==> config.mk <==
export PLATFORM = sky130hd
export DESIGN_NAME = serial_frame_rx_flat
export DESIGN_NICKNAME = d
export VERILOG_FILES = /design/src/rtl/serial_frame_rx_if.sv /design/src/rtl/serial_frame_rx.sv /design/src/flat_wrapper.sv
export SDC_FILE = /design/constraint.sdc
export NUM_CORES = 1
export LEC_CHECK = 0
export CORE_MARGIN = 1
export CORE_UTILIZATION = 55
export DETAILED_ROUTE_END_ITERATION = 16
export HOLD_SLACK_MARGIN = 0.15
export PLACE_DENSITY = 0.78
export SYNTH_ARGS = -nofsm -noshare
export SYNTH_HDL_FRONTEND = slang
export SYNTH_SLANG_ARGS = --single-unit
==> constraint.sdc <==
create_clock -name clk -period 2 [get_ports clk]
set_input_delay 0.5 -clock clk [delete_from_list [all_inputs] [get_ports clk]]
set_output_delay 0.5 -clock clk [all_outputs]
set_load 0.05 [all_outputs]
==> src/rtl/serial_frame_rx_if.sv <==
// serial_frame_rx_if: serial line plus the parallel-word result side of the receiver.
interface serial_frame_rx_if #(
    parameter int DATA_W = 8
);
    logic              rx;
    logic [DATA_W-1:0] data;
    logic              valid;
    logic              frame_err;
    logic              busy;

    modport master (output rx, input data, valid, frame_err, busy);
    modport slave  (input rx, output data, valid, frame_err, busy);
endinterface

==> src/rtl/serial_frame_rx.sv <==
// serial_frame_rx: start/data/stop framed serial receiver with mid-bit sampling.
module serial_frame_rx #(
    parameter int DATA_W = 8,
    parameter int DIV    = 4
) (
    input  logic              clk,
    input  logic              rst_n,
    serial_frame_rx_if.slave  link
);
    localparam int CW = $clog2(DIV);
    localparam int IW = $clog2(DATA_W + 1);

    typedef enum logic [2:0] {IDLE, START, DATA, STOP, BREAK} state_t;

    state_t            state_q, state_d;
    logic              sync_q, rx_s_q, rx_prev_q;
    logic [CW-1:0]     cnt_q, cnt_d;
    logic [IW-1:0]     idx_q, idx_d;
    logic [DATA_W-1:0] sh_q, sh_d, data_q, data_d;
    logic              valid_q, valid_d, err_q, err_d, busy_q, busy_d;
    logic              fall, last, half;

    assign fall = !rx_s_q && rx_prev_q;
    assign last = cnt_q == CW'(DIV - 1);
    assign half = cnt_q == CW'(DIV / 2 - 1);

    always_ff @(posedge clk or negedge rst_n) begin
        if (!rst_n) begin
            state_q   <= IDLE;
            sync_q    <= 1'b1;
            rx_s_q    <= 1'b1;
            rx_prev_q <= 1'b1;
            cnt_q     <= '0;
            idx_q     <= '0;
            sh_q      <= '0;
            data_q    <= '0;
            valid_q   <= 1'b0;
            err_q     <= 1'b0;
            busy_q    <= 1'b0;
        end else begin
            state_q   <= state_d;
            sync_q    <= link.rx;
            rx_s_q    <= sync_q;
            rx_prev_q <= rx_s_q;
            cnt_q     <= cnt_d;
            idx_q     <= idx_d;
            sh_q      <= sh_d;
            data_q    <= data_d;
            valid_q   <= valid_d;
            err_q     <= err_d;
            busy_q    <= busy_d;
        end
    end

    always_comb begin
        state_d = state_q;
        cnt_d   = cnt_q + 1'b1;
        idx_d   = idx_q;
        sh_d    = sh_q;
        case (state_q)
            IDLE: begin
                cnt_d = '0;
                if (fall) state_d = START;
            end
            START: if (half) begin
                cnt_d   = '0;
                idx_d   = '0;
                state_d = rx_s_q ? IDLE : DATA;
            end
            DATA: if (last) begin
                cnt_d = '0;
                idx_d = idx_q + 1'b1;
                sh_d  = (sh_q & ~(DATA_W'(1) << idx_q)) | (DATA_W'(rx_s_q) << idx_q);
                if (idx_q == IW'(DATA_W - 1)) state_d = STOP;
            end
            STOP: if (last) begin
                cnt_d   = '0;
                state_d = rx_s_q ? IDLE : BREAK;
            end
            BREAK: begin
                cnt_d = '0;
                if (rx_s_q) state_d = IDLE;
            end
            default: state_d = IDLE;
        endcase
    end

    // Strobes fire in the cycle after the stop sample; busy mirrors the state being entered.
    always_comb begin
        valid_d = state_q == STOP && last && rx_s_q;
        err_d   = state_q == STOP && last && !rx_s_q;
        data_d  = valid_d ? sh_q : data_q;
        busy_d  = state_d != IDLE;
    end

    assign link.data      = data_q;
    assign link.valid     = valid_q;
    assign link.frame_err = err_q;
    assign link.busy      = busy_q;
endmodule
==> src/flat_wrapper.sv <==
// flat-port wrapper written by rule: the top's interface ports become plain ports
module serial_frame_rx_flat 
#(
    parameter int DATA_W = 8,
    parameter int DIV    = 4
)
  (clk, rst_n, link_rx, link_data, link_valid, link_frame_err, link_busy);
  serial_frame_rx_if #(.DATA_W(DATA_W)) link_i ();
  input  logic clk;
  input  logic rst_n;
  input wire logic [$bits(link_i.rx)-1:0] link_rx;
  output wire logic [$bits(link_i.data)-1:0] link_data;
  output wire logic [$bits(link_i.valid)-1:0] link_valid;
  output wire logic [$bits(link_i.frame_err)-1:0] link_frame_err;
  output wire logic [$bits(link_i.busy)-1:0] link_busy;
  assign link_i.rx = link_rx;
  assign link_data = link_i.data;
  assign link_valid = link_i.valid;
  assign link_frame_err = link_i.frame_err;
  assign link_busy = link_i.busy;
  serial_frame_rx #(.DATA_W(DATA_W), .DIV(DIV)) u_core (.clk(clk), .rst_n(rst_n), .link(link_i));
endmodule
==> results.py, run 1 <==
metrics = {
    "synthesis": {
        "synth.area.top_cells": "dfrtp_1 48%, ha_1 7.7%, mux2_2 6.2%",
        "synth_top_area_frac": 0.481,
        "syn_inst": 119,
        "yosys_warnings": 0,
        "synth_seq_area_share": 0.535,
        "syn_area_per_cell_um2": 12.2,
        "yosysUniqueCellTypes": 37,
        "synth.net_count": 131,
        "synth_seq_cells": 31,
        "synth_top_area_cell": "dfrtp_1",
        "synth_area_um2": 1460,
    },
    "floorplan": {
        "die-width_um": 53.5,
        "dieArea_um2": 2860,
        "die_y_um": 53.5,
        "start_util": 0.583,
        "coreArea_um2": 2500,
        "ioPinCount": 14,
        "num_rows": 18,
    },
    "run_status": {
        "status": "finished, final reports clean",
    },
    "clock_network": {
        "path_clk_slew_ps": 90,
        "ctsHoldBuffers": 0,
        "cts_max_level": 2,
        "root_buffer": "clkbuf_4",
        "cts_buffers": 5,
        "clock_sinks": 31,
        "cts_buffer_depth": 2,
        "cts_tree": "yes",
        "insertion_delay_ps": 330,
    },
    "hold_path": {
        "worstHoldPathType": "flip-flop to flip-flop",
    },
    "timing": {
        "clock_skew_ps": 2.62,
        "setup_violations": 0,
        "holdWs_ps": 369,
        "relSlewSlack": 0.667,
        "rsz0062_at_grt": "false",
        "final.min_clock_period_ps": 1950,
        "slew_viol_final": 0,
        "timing.final.crit_share": 0.975,
        "fin_setup_tns_ps": 0,
        "clock.fmax_ghz": 0.513,
        "finalHoldViolations": 0,
        "tightest_slew_ps": 499,
    },
    "global_route": {
        "grt_pass1_vias": 924,
        "grtUsageMet2": 0.335,
        "grt_max_degree": 32,
        "met3_usage": 0.0632,
        "met1_usage": 0.247,
        "grt_pass1_wl_um": 4020,
        "busiest_layer": "met2",
        "grt_usage": 0.207,
        "overflow": 0,
        "antenna_found_initial": 0,
    },
    "worst_setup_path": {
        "crit_path_top_delay_cell": "clkdlybuf4s50_1",
        "worstSetupStartpointType": "flip-flop",
        "worstPathMaxFanout": 1,
        "end_kind": "primary output",
        "worstSetupPathType": "flip-flop to primary output",
        "crit_chain": "clkdlybuf4s50_1",
        "cpPeakStageDelay_ps": 790,
        "crit_required_ps": 1500,
        "path_delay_family": "buffers and inverters",
        "worst-path-buf-inv": 1,
        "cp.arrival_ps": 1450,
    },
    "power": {
        "powerDensity_nw_per_um2": 1020,
        "ir_worst_vdd_v": 0.000643,
        "p_leak_nw": 0.847,
    },
    "route": {
        "via_per_inst": 5.93,
        "final_antenna_net_count": 0,
        "num_vias": 984,
        "routed_wl_um": 2530,
        "post_drt_wl_per_cell_um": 15.2,
        "first_iter_violations": 18,
        "remaining_drc_errors": 0,
        "dr.pass1.iters": 4,
    },
    "layout": {
        "area_growth_syn_to_layout_pct": 14.1,
        "nNetsFinal": 147,
        "antennaDiodeCount": 0,
        "fill_cells": 195,
        "layout-drive-gt1-share": 0.206,
    },
    "placement": {
        "portBuffers": 13,
        "dpl.hpwl_um": 1660,
        "routabilityCongestion": 0.804,
    },
    "flow_run": {
        "drv_cap": 0,
    },
}
## through the flow
step	util	instance area (µm²)	power [W]	std cells	setup slack, ps
after detailed placement	0.634	1590	0.00130	158	369
after global placement	0.634	1590	0.00127	158	390
final	0.665	1660	0.00170	166	49.6
after floorplan	-	1460	0.00118	119	547
after global routing	0.665	1660	0.00180	166	0.505
after CTS	0.661	1650	0.00171	166	9.24
## Yosys cell counts, drive strengths merged
cell and count:
a21boi 1, a21oi 2, a22o 2, a22oi 1, a32o 2, and2b 1
and3 1, and4b 1, and4bb 2, buf 5, dfrtp 28, dfstp 3
ha 9, inv 8, mux2 8, mux2i 1, nand2 6, nand3 13
nand3b 3, nand4b 1, nand4bb 1, nor2 1, nor2b 2, nor3 1
nor3b 1, nor4 1, nor4bb 1, o21ai 3, o21ba 1, o21bai 1
o221a 1, o22ai 2, o2bb2ai 4, xnor2 1
## placed cells by master (no fill, tap or decap), types with 2 or more instances in the layout
master,count
dfrtp_1,28
nand3_1,13
ha_1,9
inv_1,8
mux2_2,8
nand2_1,5
clkbuf_4,5
clkdlybuf4s50_1,5
o2bb2ai_1,4
dlymetal6s2s_1,4
buf_4,4
nand3b_1,3
o21ai_0,3
dfstp_2,3
nor2b_1,2
and4bb_2,2
a21oi_1,2
a32o_1,2
a22o_1,2
o22ai_1,2
clkbuf_8,2
## path summary, 6_finish.rpt
path | startpoint | depth (start not counted) | to | slack, ps
max | u_core.link.valid$_DFF_PN0_ | 1 | link_valid | 50
min | u_core.sync_q$_DFF_PN1_ | 0 | u_core.rx_s_q$_DFF_PN1_ | 370
max reg2reg | u_core.cnt_q[0]$_DFF_PN0_ | 4 | u_core.link.data[5]$_DFFE_PN0P_ | 390
min reg2reg | u_core.sync_q$_DFF_PN1_ | 0 | u_core.rx_s_q$_DFF_PN1_ | 370
max in group asynchronous | rst_n | 2 | u_core.sync_q$_DFF_PN1_ | 1140
min in group asynchronous | rst_n | 2 | u_core.state_q[0]$_DFF_PN0_ | 550
## power breakdown
part	leakage, nW	internal [W]	total (W)	switching, W
sequential	0.412	0.000717	0.000845	0.000128
combinational	0.396	0.000197	0.000440	0.000244
clock	0.0386	0.000207	0.000411	0.000204
## routing by layer
metal	part of all wire	up-vias
met5	0	-
met4	0.019	0
met3	0.039	6
met2	0.48	21
met1	0.46	495
li1	-	462
## cell type report
| type | count | area (µm²) | share of cell area |
|---|---|---|---|
| Clock buffer | 8 | 68.8 | 0.0414 |
| Timing Repair Buffer | 14 | 139 | 0.0835 |
| Inverter | 8 | 30.0 | 0.0181 |
| Tap cell | 30 | 37.5 | 0.0226 |
| Sequential cell | 31 | 779 | 0.469 |
| Multi-Input combinational cell | 75 | 608 | 0.366 |
## logic make-up (layout without fill, tap and decap cells)
| family | count (synthesis) | in the layout | share of synthesized area |
|---|---|---|---|
| and+or+nand+nor | 36 | 36 | 0.160 |
| DFF | 31 | 31 | 0.535 |
| AOI/OAI and AO/OA | 20 | 20 | 0.106 |
| buffers and inverters | 13 | 30 | 0.0481 |
| adders and majority gates | 9 | 9 | 0.0773 |
| muxes | 9 | 9 | 0.0687 |
| xor gates and xnor gates | 1 | 1 | 0.00601 |
## sequential cells by signal, summed over array words and instances, names as in the netlist
| signal | flops |
|---|---|
| u_core.cnt_q | 2 |
| u_core.idx_q | 4 |
| u_core.link.busy | 1 |
| u_core.link.data | 8 |
| u_core.link.frame_err | 1 |
| u_core.link.valid | 1 |
| u_core.rx_prev_q | 1 |
| u_core.rx_s_q | 1 |
| u_core.sh_q | 8 |
| u_core.state_q | 3 |
| u_core.sync_q | 1 |
## repair_timing
action                     CTS  global route
gates resized for setup      1             4
setup buffers                0             0
setup endpoints to repair    1             4
Power figures use the tool's default switching activity.
==> inputs of run 2 (changes only) <==
CORE_ASPECT_RATIO = 1.25   (was default)
GPL_TIMING_DRIVEN = 0   (was default)
==> results.py, run 2 (same netlist as run 1, synthesis figures left out) <==
metrics = {
    "run_status": {
        "status": "finished, final reports clean",
    },
    "route": {
        "dr.pass1.iters": 5,
        "routed_wl_um": 2460,
        "final_antenna_net_count": 0,
        "remaining_drc_errors": 0,
        "post_drt_wl_per_cell_um": 14.2,
        "num_vias": 995,
        "via_per_inst": 5.75,
        "first_iter_violations": 41,
    },
    "worst_setup_path": {
        "end_kind": "primary output",
        "worstSetupStartpointType": "flip-flop",
        "worstSetupPathType": "flip-flop to primary output",
        "worst-path-buf-inv": 1,
        "crit_required_ps": 1500,
        "rrSetupSlack_ps": 380,
        "cp.arrival_ps": 1460,
        "crit_chain": "clkdlybuf4s50_1",
        "cp.depth": 1,
        "r2r_start": "u_core.cnt_q[0]$_DFF_PN0_",
        "reg2regPathDepth": 4,
        "r2r_end": "u_core.link.data[5]$_DFFE_PN0P_",
        "crit_start": "u_core.link.busy$_DFF_PN0_",
        "cpPeakStageDelay_ps": 800,
        "endpoint": "link_busy",
        "worstPathMaxFanout": 1,
        "crit_path_top_delay_cell": "clkdlybuf4s50_1",
        "path_delay_family": "buffers and inverters",
    },
    "clock_network": {
        "path_clk_slew_ps": 90,
        "cts_buffers": 5,
        "cts_buffer_depth": 2,
        "clock_sinks": 31,
        "insertion_delay_ps": 330,
        "cts_tree": "yes",
        "ctsHoldBuffers": 0,
        "root_buffer": "clkbuf_4",
        "cts_max_level": 2,
    },
    "placement": {
        "portBuffers": 13,
        "dpl.hpwl_um": 1810,
        "routabilityCongestion": 0.761,
        "dp_cells": 165,
        "dpl_worst_slack_ps": -79.7,
    },
    "floorplan": {
        "ioPinCount": 14,
        "die_y_um": 59.6,
        "num_rows": 20,
        "dieArea_um2": 2860,
        "start_util": 0.588,
        "coreArea_um2": 2480,
        "die-width_um": 48.0,
    },
    "global_route": {
        "grt_pass1_wl_um": 4170,
        "antenna_found_initial": 0,
        "overflow": 0,
        "grt_max_degree": 32,
        "grt_pass1_vias": 942,
        "grt_usage": 0.216,
    },
    "layout": {
        "antennaDiodeCount": 0,
        "finalNonFillerCells": 173,
        "mostFrequentLayoutCell": "dfrtp_1",
        "final_util": 0.684,
        "layout-drive-gt1-share": 0.214,
        "nNetsFinal": 151,
        "final_cell_mix": "28 x dfrtp_1, 13 x nand3_1, 9 x ha_1",
        "area_growth_syn_to_layout_pct": 16.2,
        "fill_cells": 179,
    },
    "flow_run": {
        "drv_cap": 0,
    },
    "timing": {
        "slew_viol_final": 0,
        "clock.fmax_ghz": 0.510,
        "rsz0062_at_grt": "false",
        "clock_skew_ps": 13.1,
        "timing.final.crit_share": 0.980,
        "relSlewSlack": 0.575,
        "tightest_slew_ps": 637,
        "setup_violations": 0,
        "fin_ws_ps": 39.9,
        "finalHoldViolations": 0,
        "final.min_clock_period_ps": 1960,
    },
    "power": {
        "ir_worst_vdd_v": 0.000694,
        "p_total_w": 0.00168,
        "p_leak_nw": 0.911,
        "powerDensity_nw_per_um2": 989,
    },
    "hold_path": {
        "worstHoldPathType": "input port to asynchronous set/reset pin",
    },
}
==> run 2: layout make-up <==
type                            instances  area (µm²)  share of cell area
Sequential cell                        31         779               0.460
Multi-Input combinational cell         75         608               0.359
Timing Repair Buffer                   13         135              0.0798
Clock buffer                            7        55.1              0.0325
Tap cell                               33        41.3              0.0244
Buffer                                  5        40.0              0.0236
Inverter                                8        30.0              0.0177
Clock inverter                          1        5.00             0.00295
==> run 2: power by group <==
part	internal, W	switching [W]	total, W
clock	0.000170	0.000197	0.000367
sequential	0.000718	0.0000780	0.000796
combinational	0.000213	0.000299	0.000512
total	0.00110	0.000574	0.00168
==> run 2: metal layers <==
metal / vias up / wire (µm) / GRT usage
li1: 474 / - / -
met1: 494 / 1010 / 0.243
met2: 23 / 1310 / 0.355
met3: 4 / 104 / 0.0732
met4: 0 / 44 / 0.0992
met5: - / 0 / 0
==> run 2: worst min path at each step <==
stage / startpoint / cells after the start / to
2_1_floorplan: rst_n / 0 / u_core.cnt_q[0]$_DFF_PN0_
3_3_place_gp: u_core.sync_q$_DFF_PN1_ / 0 / u_core.rx_s_q$_DFF_PN1_
3_5_place_dp: u_core.sync_q$_DFF_PN1_ / 0 / u_core.rx_s_q$_DFF_PN1_
4_1_cts: u_core.sync_q$_DFF_PN1_ / 0 / u_core.rx_s_q$_DFF_PN1_
5_1_grt: rst_n / 1 / u_core.link.data[0]$_DFFE_PN0P_
6_report: rst_n / 1 / u_core.idx_q[2]$_DFFE_PN0P_
==> run 2: stage by stage <==
stage	hold WS (ps)	TNS, ps	area (µm²)
floorplan	204	0	1460
global placement	350	-1690	1630
detailed placement	347	-2190	1630
CTS	366	0	1680
global route	226	0	1690
finish	177	0	1690
==> run 2: what timing repair did <==
action | in CTS | in global routing
endpoints found under the hold margin | 0 | 0
resized for setup | 4 | 6
setup endpoints to repair | 4 | 6
setup buffers | 0 | 0
==> inputs of run 3 (changes only) <==
CORE_UTILIZATION = 35   (was 55)
HOLD_SLACK_MARGIN = 0.12   (was 0.15)
PLACE_DENSITY = 0.54   (was 0.78)
==> results.py, run 3 (same netlist as run 1, synthesis figures left out) <==
metrics = {
    "power": {
        "p_leak_nw": 0.805,
        "p_total_w": 0.00195,
        "ir_worst_vdd_v": 0.000628,
        "powerDensity_nw_per_um2": 1100,
    },
    "clock_network": {
        "insertion_delay_ps": 280,
        "root_buffer": "clkbuf_8",
        "path_clk_slew_ps": 60,
        "post_cts_buffers": 0,
        "cts_buffers": 5,
        "clock_sinks": 31,
        "cts_max_level": 2,
        "cts_buffer_depth": 2,
        "ctsHoldBuffers": 0,
        "cts_tree": "yes",
        "cts_resized": 0,
    },
    "flow_run": {
        "drv_cap": 0,
    },
    "layout": {
        "final_cell_mix": "28 x dfrtp_1, 13 x nand3_1, 12 x clkdlybuf4s50_1",
        "antennaDiodeCount": 0,
        "fill_cells": 376,
        "nNetsFinal": 151,
        "finalNonFillerCells": 194,
        "layout-drive-gt1-share": 0.221,
        "design_area_um2": 1770,
        "area_growth_syn_to_layout_pct": 21.3,
        "mostFrequentLayoutCell": "dfrtp_1",
    },
    "floorplan": {
        "die-width_um": 59.7,
        "ioPinCount": 14,
        "start_util": 0.376,
        "die_y_um": 74.2,
        "dieArea_um2": 4430,
        "num_rows": 25,
        "coreArea_um2": 3880,
    },
    "global_route": {
        "antenna_found_initial": 0,
        "grt_usage": 0.140,
        "grt_max_degree": 32,
        "grt_pass1_wl_um": 4390,
        "overflow": 0,
        "grt_pass1_vias": 922,
    },
    "timing": {
        "rsz0062_at_grt": "false",
        "setup_violations": 0,
        "tightest_slew_ps": 679,
        "clock_skew_ps": 7.21,
        "clock.fmax_ghz": 0.518,
        "slew_viol_final": 0,
        "relSlewSlack": 0.548,
        "holdWs_ps": 255,
        "finalHoldViolations": 0,
        "final.min_clock_period_ps": 1930,
        "timing.final.crit_share": 0.965,
    },
    "placement": {
        "portBuffers": 13,
        "dpl.hpwl_um": 1820,
        "routabilityCongestion": 0.845,
        "place_area_um2": 1660,
        "dp_cells": 186,
    },
    "worst_setup_path": {
        "cpPeakStageDelay_ps": 800,
        "r2r_start": "u_core.cnt_q[0]$_DFF_PN0_",
        "r2r_end": "u_core.link.data[7]$_DFFE_PN0P_",
        "end_kind": "primary output",
        "crit_path_top_delay_cell": "clkdlybuf4s50_1",
        "crit_chain": "clkdlybuf4s50_1",
        "worst-path-buf-inv": 1,
        "path_delay_family": "buffers and inverters",
        "worstPathMaxFanout": 2,
        "rrSetupSlack_ps": 410,
        "worstSetupStartpointType": "flip-flop",
        "cp.arrival_ps": 1430,
        "reg2regPathDepth": 4,
        "crit_required_ps": 1500,
        "worstSetupPathType": "flip-flop to primary output",
        "crit_start": "u_core.link.data[7]$_DFFE_PN0P_",
    },
    "route": {
        "first_iter_violations": 13,
        "dr.pass1.iters": 4,
        "routed_wl_um": 2590,
        "final_antenna_net_count": 0,
        "via_per_inst": 5.05,
        "remaining_drc_errors": 0,
        "num_vias": 980,
        "post_drt_wl_per_cell_um": 13.3,
    },
    "run_status": {
        "status": "finished, final reports clean",
    },
    "hold_path": {
        "worstHoldPathType": "input port to asynchronous set/reset pin",
    },
}
[run 3: layer usage]
| metal | part of all wire | routed length [µm] | GRT usage |
|---|---|---|---|
| met5 | 0 | 0 | 0 |
| met4 | 0.022 | 58 | 0.0827 |
| met3 | 0.032 | 83 | 0.0574 |
| met2 | 0.50 | 1290 | 0.220 |
| met1 | 0.45 | 1150 | 0.158 |
[run 3: how the worst max path moves through the flow]
stage | slack (ps) | cells after the start | endpoint
6_report | 70 | 1 | link_data[7]
5_1_grt | 6 | 1 | link_data[7]
4_1_cts | 50 | 1 | link_data[7]
3_5_place_dp | -160 | 1 | u_core.state_q[1]$_DFF_PN0_
3_3_place_gp | -110 | 1 | u_core.state_q[0]$_DFF_PN0_
2_1_floorplan | 550 | 4 | u_core.link.data[0]$_DFFE_PN0P_
[run 3: area by class of cell]
| type | count | area, µm² | share of cell area |
|---|---|---|---|
| repair buffers | 13 | 125 | 0.0708 |
| plain buffers | 5 | 40.0 | 0.0226 |
| inverters | 8 | 30.0 | 0.0170 |
| well taps | 54 | 67.6 | 0.0382 |
| clock inverters | 2 | 35.0 | 0.0198 |
| multi-input cells | 75 | 608 | 0.344 |
| flip-flops and latches | 31 | 779 | 0.441 |
| clock buffers | 6 | 82.6 | 0.0467 |
[run 3: per-stage QoR]
| step | worst slack [ps] | util | TNS, ps |
|---|---|---|---|
| floorplan | 547 | - | 0 |
| global placement | -113 | 0.427 | -3100 |
| detailed placement | -163 | 0.427 | -4510 |
| CTS | 51.6 | 0.457 | 0 |
| global route | 5.55 | 0.456 | 0 |
| finish | 70.9 | 0.456 | 0 |
[run 3: power by group]
group          switching [W]  internal (W)  total (W)
Combinational       0.000301      0.000215   0.000517
Sequential         0.0000770      0.000719   0.000796
Clock               0.000233      0.000403   0.000636
Total               0.000612       0.00134    0.00195
